`config.mk`:
```
export PLATFORM = sky130hd
export DESIGN_NAME = mem_port_arbiter_flat
export DESIGN_NICKNAME = d
export VERILOG_FILES = /design/src/rtl/mem_port_arbiter_if.sv /design/src/rtl/mem_port_arbiter.sv /design/src/flat_wrapper.sv
export SDC_FILE = /design/constraint.sdc
export NUM_CORES = 1
export LEC_CHECK = 0
export CORE_MARGIN = 5
export CORE_UTILIZATION = 40
export DETAILED_ROUTE_END_ITERATION = 10
export PLACE_DENSITY_LB_ADDON = 0.3
export SETUP_SLACK_MARGIN = 0.1
export SYNTH_ARGS = -nofsm -noshare
export SYNTH_HDL_FRONTEND = slang
export SYNTH_SLANG_ARGS = --single-unit
```
`constraint.sdc`:
```
create_clock -name clk -period 2.5 [get_ports clk]
set_clock_uncertainty 0.1 [all_clocks]
set_input_delay 0.25 -clock clk [delete_from_list [all_inputs] [get_ports clk]]
set_output_delay 0.25 -clock clk [all_outputs]
set_load 0.05 [all_outputs]
```
`src/rtl/mem_port_arbiter_if.sv`:
```
// Bundle of the fetch, data and memory-side signals of the shared memory port.
// "slave" is the arbiter's view; "master" is the core/memory environment's view.
interface mem_port_arbiter_if #(
  parameter int AWIDTH = 32,
  parameter int DWIDTH = 32
);
  logic              i_req;
  logic [AWIDTH-1:0] i_addr;
  logic [DWIDTH-1:0] i_rdata;
  logic              i_ack;

  logic              d_req;
  logic              d_we;
  logic [2:0]        d_size;
  logic [AWIDTH-1:0] d_addr;
  logic [DWIDTH-1:0] d_wdata;
  logic [DWIDTH-1:0] d_rdata;
  logic              d_ack;

  logic              m_req;
  logic              m_we;
  logic [2:0]        m_size;
  logic [AWIDTH-1:0] m_addr;
  logic [DWIDTH-1:0] m_wdata;
  logic [DWIDTH-1:0] m_rdata;
  logic              m_ready;

  logic              stall_if;
  logic              stall_mem;
  logic              err;

  modport slave (
    input  i_req, i_addr, d_req, d_we, d_size, d_addr, d_wdata, m_rdata, m_ready,
    output i_rdata, i_ack, d_rdata, d_ack, m_req, m_we, m_size, m_addr, m_wdata,
           stall_if, stall_mem, err
  );

  modport master (
    output i_req, i_addr, d_req, d_we, d_size, d_addr, d_wdata, m_rdata, m_ready,
    input  i_rdata, i_ack, d_rdata, d_ack, m_req, m_we, m_size, m_addr, m_wdata,
           stall_if, stall_mem, err
  );
endinterface

```
`src/rtl/mem_port_arbiter.sv`:
```
// Round-robin arbiter sharing one memory port between instruction fetch and data access,
// with registered acks/read data, pipeline stall outputs and a sticky timeout error.
module mem_port_arbiter #(
  parameter int AWIDTH   = 32,
  parameter int DWIDTH   = 32,
  parameter int MAX_WAIT = 15
) (
  input  logic              clk,
  input  logic              rst,
  mem_port_arbiter_if.slave bus
);

  localparam int              WW        = (MAX_WAIT > 1) ? $clog2(MAX_WAIT) : 1;
  localparam logic [WW-1:0]   WAIT_LAST = (MAX_WAIT > 0) ? WW'(MAX_WAIT - 1) : '0;
  localparam logic            TO_EN     = (MAX_WAIT > 0);
  localparam logic            SEL_I     = 1'b0;
  localparam logic            SEL_D     = 1'b1;

  typedef enum logic [1:0] {
    S_IDLE    = 2'd0,
    S_GRANT_I = 2'd1,
    S_GRANT_D = 2'd2
  } state_e;

  state_e            state_q, state_d;
  logic              req_we_q;
  logic [2:0]        req_size_q;
  logic [AWIDTH-1:0] req_addr_q;
  logic [DWIDTH-1:0] req_wdata_q;
  logic              last_grant_q;
  logic              done_last_q;
  logic [WW-1:0]     wait_cnt_q;
  logic              i_ack_q, d_ack_q, err_q;
  logic [DWIDTH-1:0] i_rdata_q, d_rdata_q;

  logic              eff_i, eff_d, prefer_d;
  logic              capture, grant_d;
  logic              granted, timeout, done;
  logic [DWIDTH-1:0] rdata_in;
  logic              m_req_c, stall_if_c, stall_mem_c;

  // A requester whose ack is high this cycle is still holding its old request.
  assign eff_i    = bus.i_req & ~i_ack_q;
  assign eff_d    = bus.d_req & ~d_ack_q;
  // Grant and completion histories agree whenever IDLE is reached.
  assign prefer_d = (last_grant_q == SEL_I) & (done_last_q == SEL_I);
  assign granted  = (state_q != S_IDLE);
  assign timeout  = TO_EN & granted & ~bus.m_ready & (wait_cnt_q == WAIT_LAST);
  assign done     = granted & (bus.m_ready | timeout);
  assign rdata_in = timeout ? '0 : bus.m_rdata;

  always_ff @(posedge clk or negedge rst) begin
    if (!rst) state_q <= S_IDLE;
    else      state_q <= state_d;
  end

  always_comb begin
    state_d = state_q;
    capture = 1'b0;
    grant_d = 1'b0;
    unique case (state_q)
      S_IDLE: begin
        if (eff_i | eff_d) begin
          capture = 1'b1;
          grant_d = eff_d & (~eff_i | prefer_d);
          state_d = grant_d ? S_GRANT_D : S_GRANT_I;
        end
      end
      S_GRANT_I, S_GRANT_D: begin
        if (done) state_d = S_IDLE;
      end
      default: state_d = S_IDLE;
    endcase
  end

  always_comb begin
    m_req_c     = granted;
    stall_if_c  = bus.i_req & ~i_ack_q;
    stall_mem_c = bus.d_req & ~d_ack_q;
  end

  always_ff @(posedge clk or negedge rst) begin
    if (!rst) begin
      req_we_q     <= 1'b0;
      req_size_q   <= '0;
      req_addr_q   <= '0;
      req_wdata_q  <= '0;
      last_grant_q <= SEL_D;
      done_last_q  <= SEL_D;
      wait_cnt_q   <= '0;
      i_ack_q      <= 1'b0;
      d_ack_q      <= 1'b0;
      i_rdata_q    <= '0;
      d_rdata_q    <= '0;
      err_q        <= 1'b0;
    end else begin
      i_ack_q <= done & (state_q == S_GRANT_I);
      d_ack_q <= done & (state_q == S_GRANT_D);
      if (capture) begin
        last_grant_q <= grant_d;
        wait_cnt_q   <= '0;
        if (grant_d) begin
          req_we_q    <= bus.d_we;
          req_size_q  <= bus.d_size;
          req_addr_q  <= bus.d_addr;
          req_wdata_q <= bus.d_wdata;
        end else begin
          req_we_q    <= 1'b0;
          req_size_q  <= 3'b010;
          req_addr_q  <= bus.i_addr;
          req_wdata_q <= '0;
        end
      end else if (granted && !bus.m_ready) begin
        wait_cnt_q <= wait_cnt_q + 1'b1;
      end
      if (done) begin
        done_last_q <= (state_q == S_GRANT_D);
        if (state_q == S_GRANT_I)              i_rdata_q <= rdata_in;
        if (state_q == S_GRANT_D && !req_we_q) d_rdata_q <= rdata_in;
      end
      if (timeout) err_q <= 1'b1;
    end
  end

  assign bus.m_req     = m_req_c;
  assign bus.m_we      = req_we_q;
  assign bus.m_size    = req_size_q;
  assign bus.m_addr    = req_addr_q;
  assign bus.m_wdata   = req_wdata_q;
  assign bus.i_ack     = i_ack_q;
  assign bus.d_ack     = d_ack_q;
  assign bus.i_rdata   = i_rdata_q;
  assign bus.d_rdata   = d_rdata_q;
  assign bus.stall_if  = stall_if_c;
  assign bus.stall_mem = stall_mem_c;
  assign bus.err       = err_q;

endmodule

```
`src/flat_wrapper.sv`:
```
// flat-port wrapper written by rule: the top's interface ports become plain ports
module mem_port_arbiter_flat 
#(
  parameter int AWIDTH   = 32,
  parameter int DWIDTH   = 32,
  parameter int MAX_WAIT = 15
)
  (clk, rst, bus_i_req, bus_i_addr, bus_d_req, bus_d_we, bus_d_size, bus_d_addr, bus_d_wdata, bus_m_rdata, bus_m_ready, bus_i_rdata, bus_i_ack, bus_d_rdata, bus_d_ack, bus_m_req, bus_m_we, bus_m_size, bus_m_addr, bus_m_wdata, bus_stall_if, bus_stall_mem, bus_err);
  mem_port_arbiter_if #(.AWIDTH(AWIDTH), .DWIDTH(DWIDTH)) bus_i ();
  input  logic clk;
  input  logic rst;
  input wire logic [$bits(bus_i.i_req)-1:0] bus_i_req;
  input wire logic [$bits(bus_i.i_addr)-1:0] bus_i_addr;
  input wire logic [$bits(bus_i.d_req)-1:0] bus_d_req;
  input wire logic [$bits(bus_i.d_we)-1:0] bus_d_we;
  input wire logic [$bits(bus_i.d_size)-1:0] bus_d_size;
  input wire logic [$bits(bus_i.d_addr)-1:0] bus_d_addr;
  input wire logic [$bits(bus_i.d_wdata)-1:0] bus_d_wdata;
  input wire logic [$bits(bus_i.m_rdata)-1:0] bus_m_rdata;
  input wire logic [$bits(bus_i.m_ready)-1:0] bus_m_ready;
  output wire logic [$bits(bus_i.i_rdata)-1:0] bus_i_rdata;
  output wire logic [$bits(bus_i.i_ack)-1:0] bus_i_ack;
  output wire logic [$bits(bus_i.d_rdata)-1:0] bus_d_rdata;
  output wire logic [$bits(bus_i.d_ack)-1:0] bus_d_ack;
  output wire logic [$bits(bus_i.m_req)-1:0] bus_m_req;
  output wire logic [$bits(bus_i.m_we)-1:0] bus_m_we;
  output wire logic [$bits(bus_i.m_size)-1:0] bus_m_size;
  output wire logic [$bits(bus_i.m_addr)-1:0] bus_m_addr;
  output wire logic [$bits(bus_i.m_wdata)-1:0] bus_m_wdata;
  output wire logic [$bits(bus_i.stall_if)-1:0] bus_stall_if;
  output wire logic [$bits(bus_i.stall_mem)-1:0] bus_stall_mem;
  output wire logic [$bits(bus_i.err)-1:0] bus_err;
  assign bus_i.i_req = bus_i_req;
  assign bus_i.i_addr = bus_i_addr;
  assign bus_i.d_req = bus_d_req;
  assign bus_i.d_we = bus_d_we;
  assign bus_i.d_size = bus_d_size;
  assign bus_i.d_addr = bus_d_addr;
  assign bus_i.d_wdata = bus_d_wdata;
  assign bus_i.m_rdata = bus_m_rdata;
  assign bus_i.m_ready = bus_m_ready;
  assign bus_i_rdata = bus_i.i_rdata;
  assign bus_i_ack = bus_i.i_ack;
  assign bus_d_rdata = bus_i.d_rdata;
  assign bus_d_ack = bus_i.d_ack;
  assign bus_m_req = bus_i.m_req;
  assign bus_m_we = bus_i.m_we;
  assign bus_m_size = bus_i.m_size;
  assign bus_m_addr = bus_i.m_addr;
  assign bus_m_wdata = bus_i.m_wdata;
  assign bus_stall_if = bus_i.stall_if;
  assign bus_stall_mem = bus_i.stall_mem;
  assign bus_err = bus_i.err;
  mem_port_arbiter #(.AWIDTH(AWIDTH), .DWIDTH(DWIDTH), .MAX_WAIT(MAX_WAIT)) u_core (.clk(clk), .rst(rst), .bus(bus_i));
endmodule
```
Word-level counts from Yosys, hierarchy flattened

Index checks and enable logic that the tools add are counted.

Register bits after elaboration: 143
Input port bits: 137
Output and inout bits: 138
Word-level logic and storage cells: 63

$add $sub $neg: 1
Equality and inequality tests: 5
Muxes and demuxes: 15
Bitwise logic cells: 18
Reduce and logical (&&, ||, !) cells: 11

Operator list:

| cell                                                                  | count |
|---|---|
| 32-bit 2-to-1 mux                                                     | 3 |
| 1-bit AND                                                             | 9 |
| 4-bit 2-to-1 mux                                                      | 2 |
| 2-bit 2-to-1 mux                                                      | 3 |
| 1-bit inverter                                                        | 6 |
| 2-bit AND reduction                                                   | 3 |
| 1-bit 2-to-1 mux                                                      | 5 |
| 4-bit by 1-bit adder with 4-bit output, second input constant         | 1 |
| 4-bit equality test, second input constant                            | 1 |
| 2-bit by 1-bit != test with 1-bit output, second input constant       | 2 |
| 2-bit one-hot mux with 2 select lines                                 | 1 |
| 2-bit nonzero test                                                    | 2 |
| 3-bit 2-to-1 mux                                                      | 1 |
| 1-bit bitwise OR                                                      | 3 |
| 2-bit by 1-bit equality test with 1-bit output, second input constant | 1 |
| 2-bit equality test, second input constant                            | 1 |
| 1-bit logical AND                                                     | 2 |
| 1-bit logical NOT                                                     | 2 |
| 2-bit logical NOT                                                     | 1 |
| 2-bit OR reduction                                                    | 1 |

Longest topological paths before layout

Word-level depth: 8
Depth in mapped cells: 8
Depth with buffers taken out: 6

Worst setup path after synthesis

Ideal clock, no wire load.

Kind: reg2reg
Start point: register u_core.i_ack_q, in the netlist u_core.bus.i_ack
End point: register u_core.req_addr_q[12], in the netlist u_core.bus.m_addr[12]
Library setup time: 0.077 ns
Data arrival time: 1.948 ns
Data required time: 2.323 ns
Slack: 0.375 ns
Cell stages (with the launch flop): 8
Path buffers: 2
Clock period less this slack: 2.125 ns
Path through: dfrtp_1 -> nand2b_1 -> inv_1 -> o21ai_1 -> buf_2 -> clkbuf_1 -> nand2_1 -> o21ai_1

Word-level cells in the longest chain between the ends: 8
Elaborated cells between the ends (all ways): 11
Those cells by class: mux (5); bitwise (6)

Ends and longest elaborated chain:

| what                   | line                    | RTL |
|---|---|---|
| start, declared        | mem_port_arbiter.sv:33  | `logic i_ack_q, d_ack_q, err_q;` |
| start signal, assigned | mem_port_arbiter.sv:97  | `i_ack_q <= done & (state_q == S_GRANT_I);` |
| 1-bit inverter (*)     | n/a                     |  |
| 1-bit AND (*)          | n/a                     |  |
| net bus_stall_if       | flat_wrapper.sv:30      | `output wire logic [$bits(bus_i.stall_if)-1:0] bus_stall_if;` |
| 1-bit inverter         | mem_port_arbiter.sv:65  | `grant_d = eff_d & (~eff_i \| prefer_d);` |
| 1-bit bitwise OR       | mem_port_arbiter.sv:65  |  |
| 1-bit AND              | mem_port_arbiter.sv:65  |  |
| 1-bit 2-to-1 mux       | mem_port_arbiter.sv:63  | `if (eff_i \| eff_d) begin` |
| 1-bit 2-to-1 mux       | mem_port_arbiter.sv:61  | `unique case (state_q)` |
| 32-bit 2-to-1 mux      | mem_port_arbiter.sv:102 | `if (grant_d) begin` |
| end signal, assigned   | mem_port_arbiter.sv:105 | `req_addr_q <= bus.d_addr;` |
| end signal, assigned   | mem_port_arbiter.sv:110 | `req_addr_q <= bus.i_addr;` |
| end, declared          | mem_port_arbiter.sv:28  | `logic [AWIDTH-1:0] req_addr_q;` |

Mark *: on every way through the listed nets, which the timed path passes. The rest lies on a longest branch.
A chain may end at the register's enable or synchronous reset.

Worst setup path after layout

Start point: register u_core.state_q[0]
End point: output bus_m_req

Word-level cells in the longest chain between the ends: 1

Ends and longest elaborated chain:

| what                   | line                   | RTL |
|---|---|---|
| start, declared        | mem_port_arbiter.sv:25 | `state_e state_q, state_d;` |
| start signal, assigned | mem_port_arbiter.sv:54 | `else state_q <= state_d;` |
| 2-bit nonzero test     | mem_port_arbiter.sv:47 | `assign granted = (state_q != S_IDLE);` |
| end, declared          | flat_wrapper.sv:25     | `output wire logic [$bits(bus_i.m_req)-1:0] bus_m_req;` |

No other way between the ends.

==> out/metrics.yaml <==
status:
  outcome: "finished clean"
clock_network:
  cts.sinks: 143
  cts_buffer_depth: 2
  root_buffer: "clkbuf_16"
  numCtsBuffers: 17
  worstSkewPairLatency_ns: 0.40
  htreeDepth: 4
  cts_tree: "built"
  clk_pin_slew_ns: 0.06
timing:
  finalSetupTns_ns: 0
  hold_viol: 0
  rsz0062_at_grt: "no"
  fmax_mhz: 441
  worst_pin_slew_ns: 0.602
  min_period_ns: 2.27
  slew_viol_final: 0
  period_share_pct: 90.8
  slew-limit-headroom_pct: 59.8
  finalSetupViolations: 0
routing:
  postRouteWirelength_um: 17100
  wl_per_cell_um: 19.2
  dr.pass1.iters: 4
  post-route-drc-count: 0
  drtIter0Drc: 286
  viasPerCell: 5.28
  final_antenna_net_count: 0
  vias: 4704
place:
  globalplace.congestion: 0.806
  hpwl_um: 12700
  dpl_cell_area_mm2: 0.00842
  port-buffer-count: 274
synthesis:
  yosysUniqueCellTypes: 32
  syn_inst: 429
  synth.cell_area_mm2: 0.00546
  yosysSeqAreaShare_pct: 65.6
  ys_seq_elements: 143
  syn_nets: 571
  syn_area_per_cell_um2: 12.7
  yosysWarnings: 0
final_layout:
  area_delta_synth_final_pct: 66.5
  diodes: 0
  final_nets: 844
  drive_above_1_share_pct: 8.25
  layout_commonest_cell: "clkdlybuf4s50_1"
  final_cell_mix: "clkdlybuf4s50_1 (270), dfrtp_1 (141), a22o_1 (95)"
  fin_area_mm2: 0.00910
floorplan:
  dieArea_mm2: 0.0161
  ios: 275
  rows: 42
  initial_core_util_pct: 41.1
  design.core.area_mm2: 0.0133
  die_h_um: 127
  chipWidth_um: 127
setup_path:
  critPathArrivalTime_ns: 1.92
  endpoint_kind: "primary output"
  crit_top_cell: "inv_1"
  slowest_delay_ns: 0.54
  worstSetupPathType: "flip-flop to primary output"
  critical_path.top_delay_family: "buffers and inverters"
  crit_fanout: 8
  required_ns: 2.15
  crit_chain: "inv_1 -> ha_1 -> buf_4 -> inv_1 -> dlygate4sd2_1"
  rrSetupSlack_ns: 0.46
  cpMaxStageDelayCell: "dlygate4sd2_1"
  path_buf_inv: 4
  cp-start-kind: "flip-flop"
global_routing:
  grt_overflow: 0
  track_usage_pct: 21.3
  grt_pass1_vias: 5055
  grt_pass1_wl_um: 27000
  antenna_found_initial: 0
  grt_max_degree: 103
power:
  p_per_area_mw_per_mm2: 1610
  ir_worst_vdd_uv: 727
  leakage_nw: 3.94
hold_path:
  hp-class: "primary input to asynchronous set/reset pin"
run:
  cap_violations: 0
==> metal layers <==
| metal | track usage, % | vias to the layer above | routed length [um] |
|---|---|---|---|
| met5 | 0 | - | 0 |
| met4 | 7.95 | 0 | 454 |
| met3 | 8.45 | 33 | 1630 |
| met2 | 34.3 | 236 | 8210 |
| met1 | 25.8 | 2279 | 6830 |
| li1 | - | 2156 | - |
==> cell usage after synthesis (all sizes together) <==
| cell type | instances | area [um2] |
|---|---|---|
| dfrtp | 141 | 3530 |
| a22o | 95 | 832 |
| o21ai | 39 | 195 |
| nand2 | 35 | 131 |
| o22ai | 33 | 206 |
| buf | 26 | 149 |
| clkbuf | 11 | 41.3 |
| inv | 7 | 26.3 |
| nor2 | 6 | 22.5 |
| ha | 5 | 62.6 |
| a32o | 4 | 40.0 |
| nand2b | 4 | 25.0 |
| nand3 | 3 | 15.0 |
| a21oi | 2 | 10.0 |
| and2 | 2 | 12.5 |
| dfstp | 2 | 52.6 |
| or2 | 2 | 12.5 |
| xor2 | 2 | 17.5 |
| a211oi | 1 | 7.51 |
| a21o | 1 | 7.51 |
| a22oi | 1 | 7.51 |
| a31oi | 1 | 12.5 |
| a41o | 1 | 10.0 |
| nand4 | 1 | 6.26 |
| nor2b | 1 | 6.26 |
| o211a | 1 | 10.0 |
| o22a | 1 | 8.76 |
| or3 | 1 | 6.26 |
==> logic make-up (layout without fill, tap and decap cells) <==
logic type,after synthesis,in the layout,synth area share (%)
AO/OA/AOI/OAI,180,180,24.7
flip-flops,143,143,65.6
AND/OR/NAND/NOR,55,55,4.35
buffers and inverters,44,330,3.96
adder cells (fa/ha/maj),5,5,1.15
XOR/XNOR,2,2,0.321
==> path summary, 6_finish.rpt <==
check | from | to | cells past startpoint
max in group asynchronous | rst | u_core.last_grant_q$_DFFE_PN1P_ | 3
worst max-delay path | u_core.state_q[0]$_DFFE_PN0P_ | bus_m_req | 5
worst min register to register | u_core.last_grant_q$_DFFE_PN1P_ | u_core.last_grant_q$_DFFE_PN1P_ | 2
worst max register to register | u_core.state_q[0]$_DFFE_PN0P_ | u_core.bus.i_rdata[10]$_DFFE_PN0P_ | 7
worst min-delay path | rst | u_core.bus.i_rdata[24]$_DFFE_PN0P_ | 2
min in group clk | bus_d_wdata[12] | u_core.bus.m_wdata[12]$_DFFE_PN0P_ | 2
==> through the flow <==
step | util (%) | power (mW) | hold WS (ns) | setup slack, ns | cells
6_report | 68.4 | 14.6 | 0.254 | 0.230 | 891
5_1_grt | 68.4 | 15.3 | 0.287 | 0.102 | 891
4_1_cts | 68.4 | 14.7 | 0.261 | 0.207 | 891
3_5_place_dp | 63.3 | 11.8 | 0.126 | 0.0974 | 858
3_3_place_gp | 63.3 | 11.7 | 0.119 | 0.270 | 858
2_1_floorplan | - | 8.94 | -0.146 | 0.375 | 429
==> worst reg2reg max path, delay by kind of cell, from the launching register on <==
kind,cells,cell delay [ns]
simple gates,2,0.47
flops,1,0.39
fa+ha+maj,1,0.21
buf+inv,3,0.50
compound gates,1,0.26
==> state kept, by name, indices dropped and copies added, names as in the netlist, 2 cells and up <==
signal	cells
u_core.bus.d_rdata	32
u_core.bus.m_addr	32
u_core.bus.i_rdata	32
u_core.bus.m_size	3
u_core.wait_cnt_q	4
u_core.bus.m_wdata	32
u_core.state_q	2
==> timing repair <==
item                                    4_1_cts  5_1_grt
buffers inserted                              0        0
gates resized for setup                       2        0
hold endpoints to repair                     50        0
endpoints found under the setup margin        2        0
hold buffers                                  1        0
==> area by class of cell <==
cell class | instances | area [um2]
repair buffers | 291 | 2920
fillers | 973 | 4200
inverters | 7 | 26.3
multi-input cells | 242 | 1680
clock inverters | 13 | 226
clock buffers | 19 | 443
flip-flops and latches | 143 | 3580
well taps | 176 | 220
==> where the power goes <==
| part | switching [mW] | internal (mW) | total [mW] |
|---|---|---|---|
| registers | 0.614 | 3.34 | 3.95 |
| clock network | 1.01 | 1.83 | 2.84 |
| logic | 5.07 | 2.76 | 7.83 |
| total | 6.69 | 7.92 | 14.6 |
Power figures use the tool's default switching activity.
